$ cat src/rtl/instr_fetch_unit_pkg.sv
// ---------------------------------------------------------------------------
// cpu_defs : shared definitions for the fetch stage and its neighbours.
//   - opcode constants (halt, jump, register jump, jump-and-link, branch)
//   - pc_src encodings used by the control unit to pick the next PC
//   - fetch FSM state encoding
//   - pc_wrap(): folds an address into instruction memory, word aligned
// ---------------------------------------------------------------------------
package cpu_defs;

   localparam logic [5:0] HALT_OP = 6'b111111;
   localparam logic [5:0] J_OP    = 6'b111000;
   localparam logic [5:0] JR_OP   = 6'b111001;
   localparam logic [5:0] JAL_OP  = 6'b111010;
   localparam logic [5:0] BEQ_OP  = 6'b110100;

   localparam logic [1:0] PCSRC_SEQ = 2'b00;
   localparam logic [1:0] PCSRC_BR  = 2'b01;
   localparam logic [1:0] PCSRC_J   = 2'b10;
   localparam logic [1:0] PCSRC_REG = 2'b11;

   typedef enum logic [1:0] {
      FETCH = 2'd0,
      EXEC  = 2'd1,
      HALT  = 2'd2
   } fetch_state_t;

   // mem_bytes is a power of two, so modulo is a mask; low two bits are
   // cleared because every fetch address is a word address.
   function automatic logic [31:0] pc_wrap(input logic [31:0] addr,
                                           input int unsigned mem_bytes);
      return addr & 32'(mem_bytes - 1) & 32'hFFFF_FFFC;
   endfunction

endpackage

$ cat src/rtl/instr_fetch_unit_if.sv
// ---------------------------------------------------------------------------
// instr_fetch_unit_if : instruction memory read port.
//   InsAddr  byte address driven by the fetch unit (equals PC)
//   InsData  32-bit word returned combinationally by the memory
// modport master : fetch unit side
// modport slave  : instruction memory side
// ---------------------------------------------------------------------------
interface instr_fetch_unit_if;
   logic [31:0] InsAddr;
   logic [31:0] InsData;

   modport master (output InsAddr, input InsData);
   modport slave  (input InsAddr, output InsData);
endinterface

$ cat src/rtl/instr_fetch_unit_next_pc_calc.sv
// ---------------------------------------------------------------------------
// next_pc_calc : combinational next-PC selection.
//   pc4          (PC+4) already folded into memory
//   ir           current instruction (imm16 / target26 fields)
//   rs_data      register target for jr
//   pc_src       00 seq, 01 branch, 10 jump, 11 register
//   branch_taken only looked at for pc_src = 01
//   next_pc      selected target, folded into memory and word aligned
// ---------------------------------------------------------------------------
module next_pc_calc
   import cpu_defs::*;
#(
   parameter int unsigned MEM_BYTES = 1024
) (
   input  logic [31:0] pc4,
   input  logic [31:0] ir,
   input  logic [31:0] rs_data,
   input  logic [1:0]  pc_src,
   input  logic        branch_taken,
   output logic [31:0] next_pc
);

   logic [31:0] br_off;
   logic [31:0] target;
   logic        unused_op;

   // word offset: sign-extended imm16 shifted left by two
   assign br_off = {{14{ir[15]}}, ir[15:0], 2'b00};

   always_comb begin
      target = pc4;
      case (pc_src)
         PCSRC_SEQ: target = pc4;
         PCSRC_BR:  target = branch_taken ? (pc4 + br_off) : pc4;
         PCSRC_J:   target = {pc4[31:28], ir[25:0], 2'b00};
         PCSRC_REG: target = rs_data;
      endcase
   end

   // misaligned or out-of-range targets are folded silently
   assign next_pc = pc_wrap(target, MEM_BYTES);

   // opcode field is decoded by the control unit, not here
   assign unused_op = ^ir[31:26];

endmodule

$ cat src/rtl/instr_fetch_unit.sv
// ---------------------------------------------------------------------------
// instr_fetch_unit : fetch stage of the multi-cycle CPU.
//   CLK, Reset    clock, asynchronous active-high reset
//   pc_write      one-cycle commit pulse from control (honoured in EXEC only)
//   pc_src        next-PC select, see next_pc_calc
//   branch_taken  branch condition
//   rs_data       jr target
//   imem          instruction memory read port (InsAddr = PC, InsData)
//   IR            latched instruction
//   PC, PC4       current PC and (PC+4) folded into memory (PC4 is comb)
//   ir_valid      IR holds the instruction at PC
//   halted        halt opcode fetched, sticky until reset
//   instr_count   instructions latched since reset
// FSM: FETCH (1 cycle, latch IR) -> EXEC (wait for pc_write) -> FETCH,
//      or FETCH -> HALT when the fetched word carries the halt opcode.
// ---------------------------------------------------------------------------
module instr_fetch_unit #(
   parameter logic [31:0] RESET_PC  = 32'h0000_0000,
   parameter int unsigned MEM_BYTES = 1024,
   parameter logic [5:0]  HALT_OP   = cpu_defs::HALT_OP
) (
   input  logic                      CLK,
   input  logic                      Reset,
   input  logic                      pc_write,
   input  logic [1:0]                pc_src,
   input  logic                      branch_taken,
   input  logic [31:0]               rs_data,
   instr_fetch_unit_if.master        imem,
   output logic [31:0]               IR,
   output logic [31:0]               PC,
   output logic [31:0]               PC4,
   output logic                      ir_valid,
   output logic                      halted,
   output logic [31:0]               instr_count
);

   import cpu_defs::*;

   fetch_state_t state, state_nxt;
   logic         load_ir;
   logic         commit_pc;
   logic         is_halt;
   logic [31:0]  next_pc;

   assign imem.InsAddr = PC;
   assign PC4          = pc_wrap(PC + 32'd4, MEM_BYTES);
   assign is_halt      = (imem.InsData[31:26] == HALT_OP);

   next_pc_calc #(.MEM_BYTES(MEM_BYTES)) u_next_pc (
      .pc4          (PC4),
      .ir           (IR),
      .rs_data      (rs_data),
      .pc_src       (pc_src),
      .branch_taken (branch_taken),
      .next_pc      (next_pc)
   );

   // state register
   always_ff @(posedge CLK or posedge Reset) begin
      if (Reset) state <= FETCH;
      else       state <= state_nxt;
   end

   // next-state logic
   always_comb begin
      state_nxt = state;
      case (state)
         FETCH:   state_nxt = is_halt ? HALT : EXEC;
         EXEC:    state_nxt = pc_write ? FETCH : EXEC;
         HALT:    state_nxt = HALT;
         default: state_nxt = FETCH;
      endcase
   end

   // state decode: pc_write only matters in EXEC, so pulses seen in FETCH
   // or HALT never reach the PC
   always_comb begin
      load_ir   = 1'b0;
      commit_pc = 1'b0;
      case (state)
         FETCH:   load_ir   = 1'b1;
         EXEC:    commit_pc = pc_write;
         default: ;
      endcase
   end

   // datapath registers
   always_ff @(posedge CLK or posedge Reset) begin
      if (Reset) begin
         PC          <= pc_wrap(RESET_PC, MEM_BYTES);
         IR          <= '0;
         ir_valid    <= 1'b0;
         halted      <= 1'b0;
         instr_count <= '0;
      end else begin
         if (load_ir) begin
            IR          <= imem.InsData;
            ir_valid    <= 1'b1;
            instr_count <= instr_count + 32'd1;
            if (is_halt) halted <= 1'b1;
         end
         if (commit_pc) begin
            PC       <= next_pc;
            ir_valid <= 1'b0;
         end
      end
   end

endmodule
$ cat src/flat_wrapper.sv
// flat-port wrapper written by rule: the top's interface ports become plain ports
module instr_fetch_unit_flat import cpu_defs::*;
#(
   parameter logic [31:0] RESET_PC  = 32'h0000_0000,
   parameter int unsigned MEM_BYTES = 1024,
   parameter logic [5:0]  HALT_OP   = cpu_defs::HALT_OP
)
  (CLK, Reset, pc_write, pc_src, branch_taken, rs_data, IR, PC, PC4, ir_valid, halted, instr_count, imem_InsAddr, imem_InsData);
  instr_fetch_unit_if imem_i ();
  input  logic CLK;
  input  logic Reset;
  input  logic pc_write;
  input  logic [1:0] pc_src;
  input  logic branch_taken;
  input  logic [31:0] rs_data;
  output logic [31:0] IR;
  output logic [31:0] PC;
  output logic [31:0] PC4;
  output logic ir_valid;
  output logic halted;
  output logic [31:0] instr_count;
  output wire logic [$bits(imem_i.InsAddr)-1:0] imem_InsAddr;
  input wire logic [$bits(imem_i.InsData)-1:0] imem_InsData;
  assign imem_InsAddr = imem_i.InsAddr;
  assign imem_i.InsData = imem_InsData;
  instr_fetch_unit #(.RESET_PC(RESET_PC), .MEM_BYTES(MEM_BYTES), .HALT_OP(HALT_OP)) u_core (.CLK(CLK), .Reset(Reset), .pc_write(pc_write), .pc_src(pc_src), .branch_taken(branch_taken), .rs_data(rs_data), .imem(imem_i), .IR(IR), .PC(PC), .PC4(PC4), .ir_valid(ir_valid), .halted(halted), .instr_count(instr_count));
endmodule
$ cat config.mk
export PLATFORM = sky130hd
export DESIGN_NAME = instr_fetch_unit_flat
export DESIGN_NICKNAME = d
export VERILOG_FILES = /design/src/rtl/instr_fetch_unit_pkg.sv /design/src/rtl/instr_fetch_unit_if.sv /design/src/rtl/instr_fetch_unit_next_pc_calc.sv /design/src/rtl/instr_fetch_unit.sv /design/src/flat_wrapper.sv
export SDC_FILE = /design/constraint.sdc
export NUM_CORES = 1
export LEC_CHECK = 0
export BUFFER_PORTS_ARGS = -buffer_cell sky130_fd_sc_hd__buf_2
export CORE_MARGIN = 3
export CORE_UTILIZATION = 40
export CTS_CLUSTER_DIAMETER = 150
export CTS_CLUSTER_SIZE = 8
export DETAILED_ROUTE_END_ITERATION = 8
export MAX_ROUTING_LAYER = met4
export PLACE_DENSITY = 0.72
export SYNTH_ARGS = -nofsm -noshare
export SYNTH_HDL_FRONTEND = slang
export SYNTH_SLANG_ARGS = --single-unit
$ cat constraint.sdc
create_clock -name CLK -period 2.7 [get_ports CLK]
set_input_delay 0.54 -clock CLK [delete_from_list [all_inputs] [get_ports CLK]]
set_output_delay 0.54 -clock CLK [all_outputs]
set_load 0.01 [all_outputs]
==> results of run 1 <==
[sequential cells by signal, indices dropped and copies added, names as in the netlist]
signal / cells
u_core.IR: 32
u_core.PC: 8
u_core.halted: 1
u_core.instr_count: 32
u_core.ir_valid: 1
u_core.state: 2
[placed cells by master, fill, tap and decap left out, types with 10 or more instances in the layout]
cell type	Yosys	layout
buf_2	3	135
dfrtp_1	76	76
conb_1	1	72
mux2_2	36	36
nand2_1	28	28
nor2_1	26	25
xnor2_1	22	21
nand3_1	15	15
xor2_1	16	15
clkbuf_8	0	12
a21oi_1	11	11
inv_1	11	10
[worst max-delay path, cell delays in order, from the launching register on]
cell and delay [ns]:
dfrtp_1 0.44, nand3_1 0.20, nor2_1 0.22, xor2_2 0.19, ha_1 0.27, buf_4 0.16
a31o_2 0.24, or3_1 0.36, and4b_1 0.19, nand3b_1 0.15
[layer usage]
metal	part of all wire [%]	routed length (µm)
met5	0	0
met4	1.1	112
met3	9.2	926
met2	47	4800
met1	42	4280
[report_power, final]
group	internal [µW]	switching, µW
logic	676	854
registers	1310	163
clock network	593	411
[through the flow]
stage / util, % / instance area, µm² / power [µW]
final: 49.6 / 5240 / 4010
after global routing: 49.6 / 5240 / 4280
after CTS: 49.6 / 5240 / 4050
after detailed placement: 47.4 / 5000 / 3020
after global placement: 47.4 / 5000 / 2970
after floorplan: - / 4710 / 2570
[layout make-up]
cell class / count / area share [%]
multi-input cells: 318 / 40.9
flip-flops and latches: 76 / 36.3
well taps: 136 / 3.25
repair buffers: 143 / 14.3
inverters: 11 / 0.812
clock buffers: 12 / 3.15
clock inverters: 3 / 1.31
[path summary, 6_finish.rpt]
path,start,end,slack (ns),cells after the start
setup / recovery,u_core.PC[5],u_core.PC[9],0.16,9
hold / removal,Reset,u_core.instr_count[12],0.12,2
setup reg to reg,u_core.PC[5],u_core.PC[9],0.16,9
hold reg to reg,u_core.instr_count[13],u_core.instr_count[13],0.49,1
max in group asynchronous,Reset,u_core.PC[6],1.87,3
min in group CLK,pc_write,u_core.state[0],0.41,2
[kinds of logic (layout without fill, tap and decap cells)]
group	Yosys count	in the layout	synth area share (%)
other	1	72	0.0846
AO/OA/AOI/OAI	44	44	6.63
XOR/XNOR	38	38	7.51
buffers and inverters	100	169	15.3
adder cells (fa/ha/maj)	11	11	3.28
multiplexers	40	40	10.1
flip-flops	76	76	42.9
AND/OR/NAND/NOR	113	113	14.2
[timing repair]
item,4_1_cts,5_1_grt
gates resized for setup,0,1
setup buffers,0,0
endpoints found under the setup margin,0,1
==> flow_summary.yaml, run 1 <==
outcome:
  status: "finished clean"
pwr:
  power.leakage_uw: 0.00269
  vdd_drop_max_uv: 385
  power.density_mw_per_mm2: 765
global_routing:
  gr-max-usage-layer: "met2"
  grt_pass1_wl_um: 16400
  grt_pass1_vias: 3286
  grt_overflow: 0
  grt_start_max_net_pins: 33
  met2_usage_pct: 25.8
  use_met1_pct: 21.1
  antenna_found_initial: 0
  grt.total_usage_pct: 16.5
  met3_usage_pct: 4.59
floorplanning:
  coreArea_mm2: 0.0106
  fp.dieH_um: 111
  die_area_mm2: 0.0124
  die_x_um: 111
  start_util_pct: 42.0
  rows: 37
  ioPinCount: 232
placed_design:
  place_ws_ns: 0.138
  io_buffers: 135
  dpl.hpwl_um: 7860
  gp_congestion: 0.910
  placed_cells: 684
synth:
  netlist_instances: 423
  synthTopCellsByArea: "dfrtp_1, buf_4, mux2_2, xnor2_1, xor2_1"
  synthDistinctLibCells: 50
  seq_area_frac_synth_pct: 42.9
  syn_area_mm2: 0.00443
  async_reset_ff_share_pct: 100
  avgSynthCellArea_um2: 10.5
  yosys.area.top_type_share_pct: 42.9
  yosysWarnings: 0
  yosys.cell_count.top_type: "buf_4"
  synth_common_cells: "buf_4, dfrtp_1, mux2_2, nand2_1, nor2_1"
  synth_edf_count: 0
  synth_top_cell_by_area: "dfrtp_1"
  synthFlopType: "dfrtp_1"
  ys_ff_latch: 76
route:
  wl_um: 10100
  via_per_inst: 4.82
  drtAntennaViolNets: 0
  drtIter0Drc: 154
  vias: 3371
  wl_per_cell_um: 14.5
  dr.pass1.iters: 4
  drc: 0
min_path:
  min_path_type: "primary input to async pin"
finish:
  regArea_mm2: 0.00190
  multi_input_area_mm2: 0.00214
  stdcell_count: 699
  areaGrowthSynthToFinish_pct: 18.2
  layout-drive-gt1-share_pct: 37.3
  nets: 640
  fillCellCount: 975
  num_antenna_cells: 0
cts:
  cts_tree: "done"
  clockBufferDepth: 2
  cts_root_buf: "clkbuf_8"
  cts.sinks: 76
  ctsHoldBuffers: 0
  h-tree-depth: 3
  cts_buffers: 9
  worst_skew_pair.late_latency_ns: 0.34
  clk_pin_slew_worst_paths_ns: 0.08
timing:
  clock_skew_ns: 0.00721
  rsz0062_at_grt: "false"
  setup-violations-final: 0
  tns_ns: 0
  worst_pin_slew_ns: 0.543
  fin_crit_sh_pct: 94.2
  post-route-min-period_ns: 2.54
  setup_ws_ns: 0.158
  hold_ws_ns: 0.123
  slew-limit-headroom_pct: 63.8
  fmax_mhz: 393
  hold_viol: 0
  drv_slew: 0
setup_path:
  crit_path_max_fanout: 6
  cp.arrival_ns: 2.77
  cp-end-kind: "flip-flop"
  cp.required_ns: 2.93
  worst_setup_path_start_kind: "flip-flop"
  crit_type: "flip-flop to flip-flop"
flow_run:
  drv_cap: 0
Power figures use the tool's default switching activity.
==> run 2: changes to the inputs <==
--- a/config.mk
+++ b/config.mk
@@ -7,12 +7,11 @@
 export LEC_CHECK = 0
 export BUFFER_PORTS_ARGS = -buffer_cell sky130_fd_sc_hd__buf_2
 export CORE_MARGIN = 3
-export CORE_UTILIZATION = 40
+export CORE_UTILIZATION = 35
 export CTS_CLUSTER_DIAMETER = 150
 export CTS_CLUSTER_SIZE = 8
 export DETAILED_ROUTE_END_ITERATION = 8
 export MAX_ROUTING_LAYER = met4
-export PLACE_DENSITY = 0.72
 export SYNTH_ARGS = -nofsm -noshare
 export SYNTH_HDL_FRONTEND = slang
 export SYNTH_SLANG_ARGS = --single-unit
==> run 2 against run 1 <==
Effect of this change:
- register-to-register slack gained 0.02 ns
- final cell count up 4.4%
- critical path depth unchanged
- via count down 1.6%
- sequential power hardly changed
- setup slack gained 0.025 ns
- first-iteration DRC count shrank 40%
- clock skew is 0.0010 ns lower
- die area rose by 13%
==> flow_summary.yaml, run 2 (same netlist as run 1, synthesis figures left out) <==
route:
  via_per_inst: 4.54
  dr.pass1.iters: 4
  drtAntennaViolNets: 0
  drtIter0Drc: 92
  wl_um: 10200
  drc: 0
  vias: 3316
  wl_per_cell_um: 14.0
pwr:
  vdd_drop_max_uv: 435
  power.leakage_uw: 0.00272
  power.density_mw_per_mm2: 785
setup_path:
  r2r-end: "u_core.PC[9]"
  cpMaxStageDelayCell: "dfrtp_1"
  worst_setup_path_start_kind: "flip-flop"
  r2r-start: "u_core.PC[2]"
  rrSetupSlack_ns: 0.18
  max_stage_delay_ns: 0.39
  cp.arrival_ns: 2.72
  crit_chain: "ha_4, nand3_1, xnor2_2, ha_1, a21o_1, a31o_2, or3_1, and4b_1, nand3b_1"
  crit_type: "flip-flop to flip-flop"
  worstRegToRegCells: 9
  cp-end-kind: "flip-flop"
  cp.required_ns: 2.90
  crit_path_max_fanout: 5
  path_delay_family: "simple AND/OR/NAND/NOR gates"
  worst-path-buf-inv: 0
cts:
  h-tree-depth: 3
  clockBufferDepth: 2
  worst_skew_pair.late_latency_ns: 0.32
  cts_tree: "done"
  cts_root_buf: "clkbuf_16"
  cts.sinks: 76
  cts_buffers: 9
  ctsHoldBuffers: 0
  post_cts.repair.setup_buffers: 0
  clk_pin_slew_worst_paths_ns: 0.05
min_path:
  min_path_type: "primary input to async pin"
placed_design:
  gp_congestion: 0.917
  dpl.hpwl_um: 7880
  io_buffers: 135
timing:
  rsz0062_at_grt: "false"
  worst_pin_slew_ns: 0.737
  post-route-min-period_ns: 2.52
  tns_ns: 0
  setup-violations-final: 0
  slew-limit-headroom_pct: 50.8
  hold_ws_ns: 0.317
  clock_skew_ns: 0.00621
  hold_viol: 0
  fmax_mhz: 397
  fin_crit_sh_pct: 93.3
  drv_slew: 0
global_routing:
  grt.total_usage_pct: 14.9
  grt_start_max_net_pins: 40
  grt_pass1_wl_um: 16600
  grt_pass1_vias: 3329
  antenna_found_initial: 0
  grt_overflow: 0
floorplanning:
  die_x_um: 119
  ioPinCount: 232
  start_util_pct: 36.3
  coreArea_mm2: 0.0122
  fp.dieH_um: 119
  die_area_mm2: 0.0140
  rows: 40
flow_run:
  drv_cap: 0
finish:
  layout_common_cells: "buf_2, dfrtp_1, conb_1"
  areaGrowthSynthToFinish_pct: 20.9
  fillCellCount: 1202
  num_antenna_cells: 0
  nets: 641
  top_regs: "u_core.IR x32, u_core.instr_count x32, u_core.PC x8"
  layout-drive-gt1-share_pct: 37.4
  final_common_cell: "buf_2"
outcome:
  status: "finished clean"
run 2: cell types whose count changed in the layout (fill, tap and decap cells not counted), sizes merged:
cell / before / now
buf: 143 / 144
clkinvlp: 0 / 1
clkinv: 2 / 1
clkbuf: 12 / 11
bufinv: 2 / 1
run 2: report_power, final:
part	switching [µW]	internal, µW
Combinational	853	706
Clock	434	726
Sequential	174	1310
Total	1460	2740
run 2: through the flow:
step,instances,worst slack [ns],utilization (%),instance area [µm²],total power [µW]
floorplan,494,0.000331,-,4710,2570
global route,730,0.0478,43.9,5360,4480
detailed placement,717,0.0951,41.5,5060,3040
finish,730,0.182,43.9,5360,4210
CTS,730,0.0876,43.8,5340,4240
global placement,717,0.154,41.5,5060,3000
run 2: area by class of cell:
| cell class | instances | area [µm²] | share of cell area [%] |
|---|---|---|---|
| Clock inverter | 2 | 37.5 | 0.700 |
| Multi-Input combinational cell | 318 | 2150 | 40.2 |
| Timing Repair Buffer | 144 | 768 | 14.3 |
| Clock buffer | 11 | 243 | 4.53 |
| Tap cell | 168 | 210 | 3.92 |
| Inverter | 11 | 42.5 | 0.794 |
| Sequential cell | 76 | 1900 | 35.5 |
run 2: worst register-to-register path, cell delays in order, from the launching register on:
cell and delay [ns]:
dfrtp_1 0.39, ha_4 0.19, nand3_1 0.12, xnor2_2 0.17
ha_1 0.35, a21o_1 0.21, a31o_2 0.26, or3_1 0.37
and4b_1 0.19, nand3b_1 0.15
run 2: worst max-delay path by stage:
stage                 startpoint            to  slack [ns]  depth (start not counted)
detailed placement  u_core.PC[2]  u_core.PC[9]         0.1                          9
finish              u_core.PC[2]  u_core.PC[9]        0.18                          9
global placement    u_core.PC[2]  u_core.PC[9]        0.15                          9
floorplan           u_core.PC[2]  u_core.PC[9]      0.0003                         10
global route        u_core.PC[5]  u_core.PC[9]        0.05                          9
CTS                 u_core.PC[2]  u_core.PC[9]        0.09                          9
run 2: per-layer routing:
layer	wire [µm]	up-vias	GRT usage [%]
met4	97	0	4.34
li1	-	1579	-
met5	0	-	-
met2	4930	135	24.5
met1	4540	1596	18.7
met3	627	6	3.11
run 2: timing repair:
| item | 4_1_cts | 5_1_grt |
|---|---|---|
| gates resized for setup | 0 | 4 |
| endpoints found under the setup margin | 0 | 1 |
| endpoints found under the hold margin | 0 | 0 |
==> run 3: changes to the inputs <==
--- a/config.mk
+++ b/config.mk
@@ -7,11 +7,12 @@
 export LEC_CHECK = 0
 export BUFFER_PORTS_ARGS = -buffer_cell sky130_fd_sc_hd__buf_2
 export CORE_MARGIN = 3
-export CORE_UTILIZATION = 35
+export CORE_UTILIZATION = 40
 export CTS_CLUSTER_DIAMETER = 150
 export CTS_CLUSTER_SIZE = 8
 export DETAILED_ROUTE_END_ITERATION = 8
 export MAX_ROUTING_LAYER = met4
+export PLACE_DENSITY = 0.72
 export SYNTH_ARGS = -nofsm -noshare
 export SYNTH_HDL_FRONTEND = slang
 export SYNTH_SLANG_ARGS = --single-unit
==> constraint.sdc (replaced) <==
create_clock -name CLK -period 2.7 [get_ports CLK]
set_input_delay 0.27 -clock CLK [delete_from_list [all_inputs] [get_ports CLK]]
set_output_delay 0.27 -clock CLK [all_outputs]
set_load 0.01 [all_outputs]
==> run 3 against run 2 <==
Effect of this change:
- non-clock buffer count down 2
- flip-flop and latch count unchanged
- maximum frequency up 0.12%
- wire length is 0.30% higher
- highest routed layer unchanged
==> flow_summary.yaml, run 3 (same netlist as run 1, synthesis figures left out) <==
timing:
  hold_viol: 0
  rsz0062_at_grt: "false"
  worst_pin_slew_ns: 0.549
  post-route-min-period_ns: 2.51
  setup_ws_ns: 0.185
  tns_ns: 0
  slew-limit-headroom_pct: 63.3
  fin_crit_sh_pct: 93.1
  setup-violations-final: 0
  drv_slew: 0
  clock_skew_ns: 0.00614
  fmax_mhz: 398
setup_path:
  crit_path_max_fanout: 5
  worstRegToRegCells: 9
  endpoint: "u_core.PC[9]"
  crit_path_start: "u_core.PC[2]"
  cp.arrival_ns: 2.76
  crit_type: "flip-flop to flip-flop"
  worst_setup_path_start_kind: "flip-flop"
  rrSetupSlack_ns: 0.19
  r2r-end: "u_core.PC[9]"
  cp.required_ns: 2.95
  cp-end-kind: "flip-flop"
  r2r-start: "u_core.PC[2]"
cts:
  worst_skew_pair.late_latency_ns: 0.36
  h-tree-depth: 3
  clockBufferDepth: 2
  cts.sinks: 76
  cts_buffers: 9
  post_cts.repair.setup_buffers: 0
  cts_root_buf: "clkbuf_8"
  cts_tree: "done"
  clk_pin_slew_worst_paths_ns: 0.09
floorplanning:
  die_x_um: 111
  die_area_mm2: 0.0124
  ioPinCount: 232
  fp.dieH_um: 111
  rows: 37
  coreArea_mm2: 0.0106
  start_util_pct: 42.0
pwr:
  p_int_uw: 2420
  power.density_mw_per_mm2: 748
  vdd_drop_max_uv: 512
  switchingPower_uw: 1480
  p_comb_share_pct: 38.9
  power.leakage_uw: 0.00267
  swShare_pct: 38.0
  pwr-share-seq_pct: 38.0
  pwr-share-clk_pct: 23.2
min_path:
  min_path_type: "primary input to flip-flop"
  hp-start: "pc_write"
route:
  drc: 0
  wl_um: 10200
  vias: 3370
  dr.pass1.iters: 4
  drtIter0Drc: 126
  drtAntennaViolNets: 0
  wl_per_cell_um: 14.6
  route.met3.wl_um: 723
  via_per_inst: 4.82
  met2_length_um: 4970
  topRoutingLayerUsed: "met4"
  wl_met1_um: 4390
finish:
  layout-drive-gt1-share_pct: 37.7
  final_area_mm2: 0.00522
  top_regs: "u_core.IR x32, u_core.instr_count x32, u_core.PC x8"
  num_antenna_cells: 0
  nets: 639
  layout_common_cells: "buf_2, dfrtp_1, conb_1"
  final_common_cell: "buf_2"
  regArea_mm2: 0.00190
  areaGrowthSynthToFinish_pct: 17.9
  multi_input_area_mm2: 0.00214
  fillCellCount: 975
placed_design:
  place_ws_ns: 0.115
  dpl.hpwl_um: 7790
  io_buffers: 135
  gp_congestion: 0.894
  place_area_mm2: 0.00500
flow_run:
  drv_cap: 0
global_routing:
  grt.total_usage_pct: 17.1
  antenna_found_initial: 0
  grt_overflow: 0
  grt_pass1_wl_um: 16800
  grt_pass1_vias: 3345
  grt_start_max_net_pins: 77
outcome:
  status: "finished clean"
-- run 3: cell count changes in the layout (fill, tap and decap cells not counted), sizes merged --
cell         change
clkinv           +1
dlygate4sd3      +1
clkbuf           -2
buf              -3
inv              +3
clkinvlp         +1
-- run 3: timing repair --
item | 4_1_cts | 5_1_grt
hold endpoints to repair | 45 | 0
hold buffers | 1 | 0
gates resized for setup | 0 | 4
endpoints found under the setup margin | 0 | 1
-- run 3: power by group through the flow --
stage | combinational [µW] | clock (µW) | sequential, µW
after floorplan | 994 | 0 | 1570
final | 1520 | 905 | 1480
after detailed placement | 1520 | 0 | 1500
after global placement | 1470 | 0 | 1490
after CTS | 1530 | 939 | 1480
after global routing | 1680 | 994 | 1520
-- run 3: metrics by stage --
step / hold slack (ns) / instances / utilization [%] / total power, µW
5_1_grt: 0.109 / 699 / 49.5 / 4200
6_report: 0.118 / 699 / 49.5 / 3910
4_1_cts: 0.0876 / 699 / 49.4 / 3950
3_3_place_gp: 0.384 / 682 / 47.4 / 2960
2_1_floorplan: 0.365 / 494 / - / 2570
3_5_place_dp: 0.394 / 682 / 47.4 / 3020
-- run 3: worst min-delay path by stage --
stage                            endpoint  cells past startpoint
after global placement      u_core.IR[25]                      3
final                     u_core.state[0]                      2
after global routing      u_core.state[0]                      2
after floorplan           u_core.state[0]                      1
after CTS                 u_core.state[0]                      2
after detailed placement    u_core.IR[25]                      3
-- run 3: final cells by class --
class	instances	share of cell area (%)
multi-input cells	318	41.1
flip-flops and latches	76	36.5
repair buffers	142	14.5
well taps	136	3.26
clock buffers	9	2.37
clock inverters	7	1.58
inverters	11	0.814
-- run 3: worst max-delay path, stage by stage (launching register included) --
cell and delay, ns:
dfrtp_1 0.36, ha_2 0.25, nand3_1 0.14, xnor2_2 0.17, ha_1 0.34, a21o_1 0.20, a31o_2 0.26, or3_1 0.36
and4b_1 0.19, nand3b_1 0.14
-- run 3: routing by layer --
metal | global-route usage [%] | vias to the layer above
met2 | 27.5 | 157
met1 | 21.6 | 1625
met4 | 6.81 | 0
met5 | - | -
li1 | - | 1578
met3 | 3.06 | 10
